`src/rtl/alu_pkg.sv`:
```
// Shared ALU control codes and execute-stage FSM states.
// Also imported by the ALU control decoder, so keep the code values stable.
package alu_pkg;

  localparam logic [2:0] ALU_AND = 3'b000;
  localparam logic [2:0] ALU_OR  = 3'b001;
  localparam logic [2:0] ALU_ADD = 3'b010;
  localparam logic [2:0] ALU_MUL = 3'b011;
  localparam logic [2:0] ALU_NOR = 3'b100;
  localparam logic [2:0] ALU_SUB = 3'b110;
  localparam logic [2:0] ALU_SLT = 3'b111;

  typedef enum logic {
    IDLE = 1'b0,
    MUL  = 1'b1
  } alu_state_e;

endpackage

```
`src/rtl/mul_iter.sv`:
```
// Iterative shift-add multiplier: start loads operands, then one bit per cycle for WIDTH cycles.
// done flags the final step; product is the accumulator value that step produces (low WIDTH bits).
module mul_iter #(
  parameter int WIDTH = 32
) (
  input  logic             clk,
  input  logic             rst_n,
  input  logic             start,
  input  logic [WIDTH-1:0] a,
  input  logic [WIDTH-1:0] b,
  output logic [WIDTH-1:0] product,
  output logic             done
);

  localparam int CW = $clog2(WIDTH + 1);

  logic [WIDTH-1:0] mcand_q;
  logic [WIDTH-1:0] mplier_q;
  logic [WIDTH-1:0] acc_q;
  logic [WIDTH-1:0] acc_d;
  logic [CW-1:0]    cnt_q;

  assign acc_d = mplier_q[0] ? (acc_q + mcand_q) : acc_q;

  always_ff @(posedge clk) begin
    if (!rst_n) begin
      mcand_q  <= '0;
      mplier_q <= '0;
      acc_q    <= '0;
      cnt_q    <= '0;
    end else if (start) begin
      mcand_q  <= a;
      mplier_q <= b;
      acc_q    <= '0;
      cnt_q    <= CW'(WIDTH);
    end else if (cnt_q != '0) begin
      acc_q    <= acc_d;
      mcand_q  <= mcand_q << 1;
      mplier_q <= mplier_q >> 1;
      cnt_q    <= cnt_q - CW'(1);
    end
  end

  // Fixed latency: no early exit even when the multiplier runs out of ones.
  assign product = acc_d;
  assign done    = (cnt_q == CW'(1));

endmodule

```
`src/rtl/alu_exec.sv`:
```
// Registered execute ALU: logic/add/sub/slt in one cycle; mul takes WIDTH cycles with ready_o low.
// Build option ALU_EXEC_MUL_EN enables the multiplier; otherwise code 011 acts as reserved.
module alu_exec
  import alu_pkg::*;
#(
  parameter int WIDTH = 32
) (
  input  logic             clk,
  input  logic             rst_n,
  input  logic             valid_i,
  input  logic [2:0]       gout,
  input  logic [WIDTH-1:0] a,
  input  logic [WIDTH-1:0] b,
  output logic             ready_o,
  output logic             busy_o,
  output logic             done_o,
  output logic [WIDTH-1:0] result,
  output logic             zero
);

  logic [WIDTH-1:0] result_q;
  logic [WIDTH-1:0] result_d;
  logic             zero_q;
  logic             done_q;

  // Signed compare directly, so slt stays correct when a-b overflows.
  always_comb begin
    result_d = '0;
    case (gout)
      ALU_ADD: result_d = a + b;
      ALU_SUB: result_d = a - b;
      ALU_SLT: result_d = {{(WIDTH-1){1'b0}}, ($signed(a) < $signed(b))};
      ALU_OR:  result_d = a | b;
      ALU_NOR: result_d = ~(a | b);
      ALU_AND: result_d = a & b;
      default: result_d = '0;
    endcase
  end

`ifdef ALU_EXEC_MUL_EN
  alu_state_e       state_q;
  logic             mul_start;
  logic             mul_last;
  logic [WIDTH-1:0] mul_prod;

  assign mul_start = valid_i && (state_q == IDLE) && (gout == ALU_MUL);

  mul_iter #(.WIDTH(WIDTH)) u_mul (
    .clk     (clk),
    .rst_n   (rst_n),
    .start   (mul_start),
    .a       (a),
    .b       (b),
    .product (mul_prod),
    .done    (mul_last)
  );

  always_ff @(posedge clk) begin
    if (!rst_n) begin
      state_q  <= IDLE;
      result_q <= '0;
      zero_q   <= 1'b1;
      done_q   <= 1'b0;
    end else begin
      done_q <= 1'b0;
      case (state_q)
        IDLE: begin
          if (valid_i) begin
            if (gout == ALU_MUL) begin
              state_q <= MUL;
            end else begin
              result_q <= result_d;
              zero_q   <= (result_d == '0);
              done_q   <= 1'b1;
            end
          end
        end
        MUL: begin
          if (mul_last) begin
            result_q <= mul_prod;
            zero_q   <= (mul_prod == '0);
            done_q   <= 1'b1;
            state_q  <= IDLE;
          end
        end
        default: state_q <= IDLE;
      endcase
    end
  end

  assign ready_o = (state_q == IDLE);
  assign busy_o  = (state_q == MUL);
`else
  always_ff @(posedge clk) begin
    if (!rst_n) begin
      result_q <= '0;
      zero_q   <= 1'b1;
      done_q   <= 1'b0;
    end else begin
      done_q <= valid_i;
      if (valid_i) begin
        result_q <= result_d;
        zero_q   <= (result_d == '0);
      end
    end
  end

  assign ready_o = 1'b1;
  assign busy_o  = 1'b0;
`endif

  assign result = result_q;
  assign zero   = zero_q;
  assign done_o = done_q;

endmodule

```
`config.mk`:
```
export PLATFORM = sky130hd
export DESIGN_NAME = alu_exec
export DESIGN_NICKNAME = d
export VERILOG_FILES = /design/src/rtl/alu_pkg.sv /design/src/rtl/mul_iter.sv /design/src/rtl/alu_exec.sv
export SDC_FILE = /design/constraint.sdc
export NUM_CORES = 1
export LEC_CHECK = 0
export ABC_AREA = 1
export CORE_UTILIZATION = 58
export CTS_CLUSTER_SIZE = 12
export DETAILED_ROUTE_END_ITERATION = 10
export HOLD_SLACK_MARGIN = 0.03
export PLACE_DENSITY = 0.84
export SLEW_MARGIN = 15
export SYNTH_ARGS = -nofsm -noshare
export SYNTH_HDL_FRONTEND = slang
export SYNTH_HIERARCHICAL = 1
export SYNTH_SLANG_ARGS = --single-unit
```
`constraint.sdc`:
```
create_clock -name clk -period 3.1 [get_ports clk]
set_clock_uncertainty 0.2 [all_clocks]
set_input_delay 0.62 -clock clk [delete_from_list [all_inputs] [get_ports clk]]
set_output_delay 0.62 -clock clk [all_outputs]
set_load 0.1 [all_outputs]
```
==> metrics.md, run 1 <==
| Metric | Value |
|---|---|
| Sequential share of the synthesized area | `8.635%` |
| DP Worst Slack | `-0.7594 ns` |
| Yosys top cell area share | `21.86%` |
| H-tree depth | `2` |
| Top post-synthesis cells by count | `nand2_1, inv_1, nor2_1` |
| GPL Wtd Cong | `1.082` |
| CTS Buf Count | `5` |
| CTS max path bufs | `2` |
| Synth Register Bits | `34` |
| DP Wirelength | `28.55 mm` |
| Post-synth ARST share | `0%` |
| CTS Root Cell | `clkbuf_16` |
| Total GRT Usage | `74.76%` |
| Post-Syn Nets | `1684` |
| # clock sinks | `34` |
| Post-Syn Area | `0.007883 mm²` |
| # IOs | `106` |
| Cell count after synthesis | `1509` |
| Grt total ovfl | `62` |
| Distinct cells, synth | `38` |
| Height of the die | `118.6 µm` |
| Post-synth top area cell | `nand2_1` |
| Yosys warnings | `6` |
| Vias in the first global route | `14470` |
| Synth area leaders | `nand2_1, ha_1, inv_1, nor2_1, dfxtp_1` |
| Outcome | `stopped before the end` |
| Initial Utilization | `59.52%` |
| Global-route wire length before repair | `81.43 mm` |
| Synth Flop Type | `dfxtp_1` |
| FP Rows | `42` |
| Chip width | `118.6 µm` |
| Placed insts | `2043` |
| Post-Syn Area per Cell | `5.224 µm²` |
| # hold bufs at CTS | `0` |
| Post-synth EDFFs | `0` |
| Most common cell in the synthesized netlist | `nand2_1` |
| Last flow stage reached | `global routing` |
| Stop Error | `[ERROR GRT-0116] Global routing finished with congestion. Check the congestion regions in the DRC Viewer.` |
| # port buffers | `103` |
| Pin count of the biggest net entering global routing | `52` |
## repair_timing
action,CTS
endpoints found under the setup margin,25
gates resized for setup,259
pin swaps,75
buffers inserted,25
## cells by family after synthesis
family / Yosys count / synth area share, %
compound gates: 168 / 12.32
other cells: 2 / 0.09527
xor+xnor: 2 / 0.2223
simple gates: 846 / 44.35
buf+inv: 352 / 17.52
fa+ha+maj: 105 / 16.86
flops: 34 / 8.635
## per-layer routing
metal,overflow,GRT usage [%]
met1,0,73.27
met2,38,94.77
met3,2,57.72
met4,22,76.03
met5,0,15.81
## per-stage QoR
stage	instance area [µm²]	util, %
2_1_floorplan	7883	-
3_3_place_gp	11120	83.99
3_5_place_dp	11120	83.99
4_1_cts	12280	92.72
==> run 2: changes to the inputs <==
--- a/config.mk
+++ b/config.mk
@@ -6,11 +6,9 @@
 export NUM_CORES = 1
 export LEC_CHECK = 0
 export ABC_AREA = 1
-export CORE_UTILIZATION = 58
-export CTS_CLUSTER_SIZE = 12
+export CORE_UTILIZATION = 40
 export DETAILED_ROUTE_END_ITERATION = 10
-export HOLD_SLACK_MARGIN = 0.03
-export PLACE_DENSITY = 0.84
+export PLACE_DENSITY_LB_ADDON = 0.15
 export SLEW_MARGIN = 15
 export SYNTH_ARGS = -nofsm -noshare
 export SYNTH_HDL_FRONTEND = slang
==> metrics.md, run 2 <==
| Metric | Value |
|---|---|
| Post-DR wirelength/cell | `16.19 µm` |
| Height of the die | `142.4 µm` |
| Placed insts | `2144` |
| Pins Over Slew Limit | `0` |
| Synth Flop Type | `dfxtp_1` |
| Vias per cell | `5.056` |
| Worst-path clk slew | `0.05 ns` |
| Top post-synthesis cells by count | `nand2_1, inv_1, nor2_1` |
| CP Capture Type | `flip-flop` |
| Max reg flops | `32` |
| Layout cells sized above 1 | `39.83%` |
| # IOs | `106` |
| Fin crit share | `96.52%` |
| CTS tree | `built` |
| VDD IR max | `0.0002703 V` |
| Clock power frac | `15.5%` |
| Most common cell in the synthesized netlist | `nand2_1` |
| CTS max path bufs | `2` |
| Chip width | `142.4 µm` |
| GPL Wtd Cong | `0.9974` |
| Pleak | `0.007633 µW` |
| Core Region | `0.01902 mm²` |
| Synth Register Bits | `34` |
| GRT met2 Usage | `56.76%` |
| Total GRT Usage | `33.87%` |
| Post-route ant nets | `0` |
| Global-route wire length before repair | `52.82 mm` |
| Crit-path max cell delay | `0.31 ns` |
| Max cap viols | `0` |
| Post-synth EDFFs | `0` |
| M3 GR Usage | `5.518%` |
| Yosys warnings | `6` |
| Post-Syn Area | `0.007883 mm²` |
| Yosys top cell area share | `21.86%` |
| Critical path arrival | `2.95 ns` |
| Vias in the first global route | `10370` |
| Die ar. | `0.02027 mm²` |
| FP Rows | `50` |
| Post-route cell area | `0.01334 mm²` |
| Slowest cell on the critical path | `ha_4` |
| Pwr Density | `271.7 mW/mm²` |
| Worst setup path category | `in -> reg` |
| Sequential Power Share | `13.5%` |
| Switch Pwr | `1704 µW` |
| Synth area leaders | `nand2_1, ha_1, inv_1, nor2_1, dfxtp_1` |
| Pin count of the biggest net entering global routing | `52` |
| GR peak layer | `met2` |
| Post-Syn Nets | `1684` |
| Final Net Count | `2093` |
| # port buffers | `103` |
| Most common cell after layout, fill and taps aside | `buf_4` |
| Critical path launch point type | `primary input` |
| Endpoints failing hold | `0` |
| Worst slew margin relative to its limit | `64.43%` |
| Skew-Pair Late Insertion Delay | `0.27 ns` |
| Post-Syn Area per Cell | `5.224 µm²` |
| Initial Utilization | `41.45%` |
| DP Wirelength | `28.53 mm` |
| WL final | `35.25 mm` |
| Grt total ovfl | `0` |
| # clock sinks | `34` |
| Distinct cells, synth | `38` |
| Initial DRC count | `841` |
| Hold depth | `2` |
| Global-route met1 utilization | `44.07%` |
| Most frequent cells in the layout | `buf_4, nand2_1, inv_1` |
| Required arrival time at the worst endpoint | `3.06 ns` |
| Cell count after synthesis | `1509` |
| Worst reg-to-reg setup slack | `2.19 ns` |
| H-tree depth | `2` |
| Comb power frac | `71.0%` |
| HP Class | `reg -> reg` |
| Post-synth ARST share | `0%` |
| Fin crit period | `2.992 ns` |
| Final setup violation count | `0` |
| Outcome | `completed` |
| F_max | `0.3342 GHz` |
| Crit-path cells | `dlygate4sd2_1, inv_2, ha_4, buf_4, nand2_2, inv_1, nand2_2, nor3_2, nand2_2, nand2_4, buf_4, nand4_1, buf_4, nand3_1, nand3_1, nand3_2, nor3_2, nand2_1, nand2_1` |
| DR DRC count | `0` |
| Fill cell count | `1734` |
| DR pass1 iterations | `6` |
| Max FO, Critical Path | `6` |
| Worst Max-Slew Pin Slew | `0.5327 ns` |
| Post-synth top area cell | `nand2_1` |
| Synth-to-layout area growth | `69.29%` |
| Sequential share of the synthesized area | `8.635%` |
| Initial antenna violation count | `1` |
| Switching Fraction | `47.00%` |
| Internal power | `1921 µW` |
| Placed Area | `0.01134 mm²` |
| R2r worst-path depth | `4` |
| CTS Buf Count | `5` |
| N_diodes | `0` |
| CTS Root Cell | `clkbuf_16` |
| Final Non-Filler Cells | `2178` |
| Vias | `11010` |
==> run 2: cell type report <==
class                   count  area, µm²  share of cell area (%)
flip-flops and latches     34      680.7                   5.101
clock inverters             1      30.03                  0.2250
multi-input cells        1123       7307                   54.76
inverters                 310       1166                   8.739
clock buffers               6      138.9                   1.041
repair buffers            444       3696                   27.70
well taps                 260      325.3                   2.438
==> run 2: path summary, 6_finish.rpt <==
| kind | endpoint | from |
|---|---|---|
| worst max-delay path | zero | b[12] |
| worst min register to register | result[21] | result[21] |
| worst max register to register | result[17] | result[17] |
| worst min-delay path | result[21] | result[21] |
==> run 2: stage by stage <==
step	utilization, %	setup slack [ns]	TNS [ns]	hold slack [ns]	power, µW
detailed placement	59.64	-0.6792	-11.80	0.2639	2600
global placement	59.64	-0.6677	-10.64	0.2631	2582
global route	70.16	-0.01204	-0.02164	0.2951	3834
finish	70.16	0.1079	0	0.2754	3625
floorplan	-	0.3615	0	0.7356	1634
CTS	64.99	0.0007123	0	0.2806	3354
==> run 2: logic make-up (layout without fill, tap and decap cells) <==
| logic type | after synthesis | in the layout | synth area share [%] |
|---|---|---|---|
| simple gates | 846 | 846 | 44.35 |
| buf+inv | 352 | 761 | 17.52 |
| compound gates | 168 | 168 | 12.32 |
| fa+ha+maj | 105 | 105 | 16.86 |
| flops | 34 | 34 | 8.635 |
| other cells | 2 | 2 | 0.09527 |
| xor+xnor | 2 | 2 | 0.2223 |
==> run 2: power by group through the flow <==
| stage | combinational [µW] | clock, µW | sequential (µW) |
|---|---|---|---|
| floorplan | 903 | 0 | 731 |
| global placement | 2080 | 0 | 498 |
| detailed placement | 2100 | 0 | 499 |
| CTS | 2300 | 566 | 490 |
| global route | 2750 | 586 | 494 |
| finish | 2570 | 562 | 491 |
==> run 2: per-layer routing <==
layer	share of wire, %	vias up
li1	-	5464
met1	44	5040
met2	45	426
met3	7.5	80
met4	3.3	2
met5	0.031	-
==> run 2: worst max-delay path, delay by kind of cell <==
kind	cells	cell delay (ns)
AND/OR/NAND/NOR	12	1.18
adder cells (fa/ha/maj)	1	0.31
buffers and inverters	6	0.85
==> run 2: timing repair <==
action,in CTS,in global routing
hold endpoints to repair,0,0
buffers inserted,5,22
hold buffers,0,0
resized for setup,222,296
gates cloned,0,0
setup endpoints to repair,23,20
pin swaps,42,100
Power figures use the tool's default switching activity.
==> run 3: changes to the inputs <==
--- a/config.mk
+++ b/config.mk
@@ -7,10 +7,10 @@
 export LEC_CHECK = 0
 export ABC_AREA = 1
 export CORE_UTILIZATION = 40
+export CTS_CLUSTER_SIZE = 24
 export DETAILED_ROUTE_END_ITERATION = 10
 export PLACE_DENSITY_LB_ADDON = 0.15
 export SLEW_MARGIN = 15
 export SYNTH_ARGS = -nofsm -noshare
 export SYNTH_HDL_FRONTEND = slang
-export SYNTH_HIERARCHICAL = 1
 export SYNTH_SLANG_ARGS = --single-unit
==> results of run 3 <==
No change in the layout: final DEF, timing and power equal those of run 2.
Among the figures that moved: Yosys warning count 6 -> 0
==> run 4: changes to the inputs <==
==> constraint.sdc (replaced) <==
create_clock -name clk -period 3.1 [get_ports clk]
set_clock_uncertainty 0.2 [all_clocks]
set_input_delay 0.31 -clock clk [delete_from_list [all_inputs] [get_ports clk]]
set_output_delay 0.31 -clock clk [all_outputs]
set_load 0.1 [all_outputs]
==> metrics.md, run 4 <==
| Metric | Value |
|---|---|
| CTS Buf Count | `5` |
| Post-DR wirelength/cell | `15.50 µm` |
| CP startpoint | `b[19]` |
| CTS max path bufs | `2` |
| Skew-Pair Late Insertion Delay | `0.27 ns` |
| Fill cell count | `1974` |
| N_diodes | `0` |
| Worst Max-Slew Pin Slew | `0.5769 ns` |
| Chip width | `142.4 µm` |
| Yosys top cell area share | `21.86%` |
| Vias | `10430` |
| Synth Register Bits | `34` |
| Final Net Count | `2030` |
| Synth area leaders | `nand2_1, ha_1, inv_1, nor2_1, dfxtp_1` |
| CTS tree | `built` |
| Post-route ant nets | `0` |
| Vias in the first global route | `9586` |
| Hold depth | `2` |
| Core Region | `0.01902 mm²` |
| Endpoints failing hold | `0` |
| Post-route cell area | `0.01181 mm²` |
| # clock sinks | `34` |
| Initial Utilization | `41.45%` |
| WL final | `32.80 mm` |
| FP Rows | `50` |
| Total GRT Usage | `32.25%` |
| Distinct cells, synth | `38` |
| VDD IR max | `0.0002647 V` |
| Critical path arrival | `2.96 ns` |
| DR DRC count | `0` |
| Layout cells sized above 1 | `24.19%` |
| Final setup violation count | `0` |
| Worst setup path category | `in -> reg` |
| Pleak | `0.006813 µW` |
| Post-route setup TNS | `0 ns` |
| F_max | `0.3396 GHz` |
| Outcome | `completed` |
| Max reg flops | `32` |
| Worst-path clk slew | `0.05 ns` |
| H-tree depth | `2` |
| Max cap viols | `0` |
| Post-synth EDFFs | `0` |
| Most common cell in the synthesized netlist | `nand2_1` |
| Post-synth top area cell | `nand2_1` |
| HP Class | `reg -> reg` |
| Worst hold margin | `0.2772 ns` |
| Worst slew margin relative to its limit | `61.48%` |
| Cell count after synthesis | `1509` |
| Post-Syn Area | `0.007883 mm²` |
| # IOs | `106` |
| Synth Flop Type | `dfxtp_1` |
| Sequential share of the synthesized area | `8.635%` |
| Initial antenna violation count | `0` |
| Top post-synthesis cells by count | `nand2_1, inv_1, nor2_1` |
| GPL Wtd Cong | `0.9596` |
| CP Capture Type | `flip-flop` |
| Initial DRC count | `879` |
| RSZ-0062 raised after global routing | `true` |
| Vias per cell | `4.931` |
| Yosys warnings | `0` |
| Pwr Density | `284.8 mW/mm²` |
| Post-Syn Nets | `1684` |
| DP Wirelength | `27.97 mm` |
| Worst Hold Launch | `result[25]` |
| Max FO, Critical Path | `6` |
| # port buffers | `103` |
| Final core utilization | `62.11%` |
| R2r worst-path depth | `4` |
| Post-Syn Area per Cell | `5.224 µm²` |
| Most frequent cells in the layout | `nand2_1, buf_4, inv_1` |
| CTS Root Cell | `clkbuf_16` |
| Global-route wire length before repair | `50.51 mm` |
| Grt total ovfl | `0` |
| Height of the die | `142.4 µm` |
| # hold bufs at CTS | `0` |
| Placed Area | `0.01106 mm²` |
| Post-synth ARST share | `0%` |
| Fin crit share | `94.98%` |
| DR pass1 iterations | `5` |
| Pins Over Slew Limit | `0` |
| Worst reg-to-reg setup slack | `2.18 ns` |
| Most common cell after layout, fill and taps aside | `nand2_1` |
| Critical path launch point type | `primary input` |
| Required arrival time at the worst endpoint | `3.11 ns` |
| Pin count of the biggest net entering global routing | `52` |
| Fin crit period | `2.944 ns` |
| R2r startpoint | `result[20]` |
| Die ar. | `0.02027 mm²` |
| Synth-to-layout area growth | `49.84%` |
## run 4: cell count changes in the layout (fill, tap and decap cells not counted), sizes merged
cell / change
clkdlybuf4s50: +49
clkbuf: -1
clkdlybuf4s15: -1
buf: -63
dlymetal6s2s: -39
bufinv: +1
dlygate4sd2: -8
## run 4: logic make-up (layout without fill, tap and decap cells)
kind of cell	count (synthesis)	in the layout	share of synthesized area, %
AO/OA/AOI/OAI	168	168	12.32
XOR/XNOR	2	2	0.2223
adder cells (fa/ha/maj)	105	105	16.86
buffers and inverters	352	699	17.52
flip-flops	34	34	8.635
other	2	2	0.09527
AND/OR/NAND/NOR	846	846	44.35
## run 4: final cells by class
class	instances	area (µm²)	share of cell area (%)
Timing Repair Buffer	381	3103	26.27
Sequential cell	34	680.7	5.763
Inverter	310	1164	9.852
Clock inverter	2	60.06	0.5085
Tap cell	260	325.3	2.754
Multi-Input combinational cell	1123	6340	53.68
Clock buffer	6	138.9	1.176
## run 4: critical path, stage by stage
cell             delay [ns]
clkdlybuf4s50_1        0.48
inv_1                  0.06
ha_2                   0.39
buf_4                  0.14
inv_1                  0.06
a21oi_2                0.16
nand2_1                0.10
nand2_1                0.07
nand2_1                0.06
buf_4                  0.15
a21oi_1                0.22
nand3_1                0.11
nand3_1                0.10
nand2_1                0.08
nor2_1                 0.09
nand3_1                0.08
nor3_1                 0.17
nand2_1                0.07
nand2_1                0.06
## run 4: power by group
part           leakage [µW]  internal [µW]  switching [µW]  total (µW)
clock             0.0000971            482             172         654
sequential         0.000282            471            18.6         490
combinational       0.00643            885            1340        2220
## run 4: final timing paths
path | end
min reg2reg | result[25]
min | result[25]
max reg2reg | result[20]
max | zero
## run 4: per-layer routing
| metal | wire length (µm) | up-vias | track usage, % |
|---|---|---|---|
| met4 | 411 | 0 | 4.301 |
| met2 | 14660 | 329 | 53.72 |
| met1 | 16070 | 4721 | 46.73 |
| li1 | - | 5358 | - |
| met3 | 1650 | 26 | 1.178 |
| met5 | 0 | - | 0 |
## run 4: timing repair
action                                  4_1_cts  5_1_grt
endpoints found under the hold margin         0        0
pin swaps                                     0       18
cloned                                        0        0
endpoints found under the setup margin        2       21
setup buffers                                 0        3
gates resized for setup                       3      131
## run 4: through the flow
stage | power, µW | setup slack [ns] | cells
floorplan | 1634 | 0.6715 | 1509
global placement | 2546 | -0.3327 | 2105
detailed placement | 2558 | -0.3446 | 2105
CTS | 3221 | 0.0003619 | 2113
global route | 3584 | -0.01550 | 2116
finish | 3364 | 0.1556 | 2116
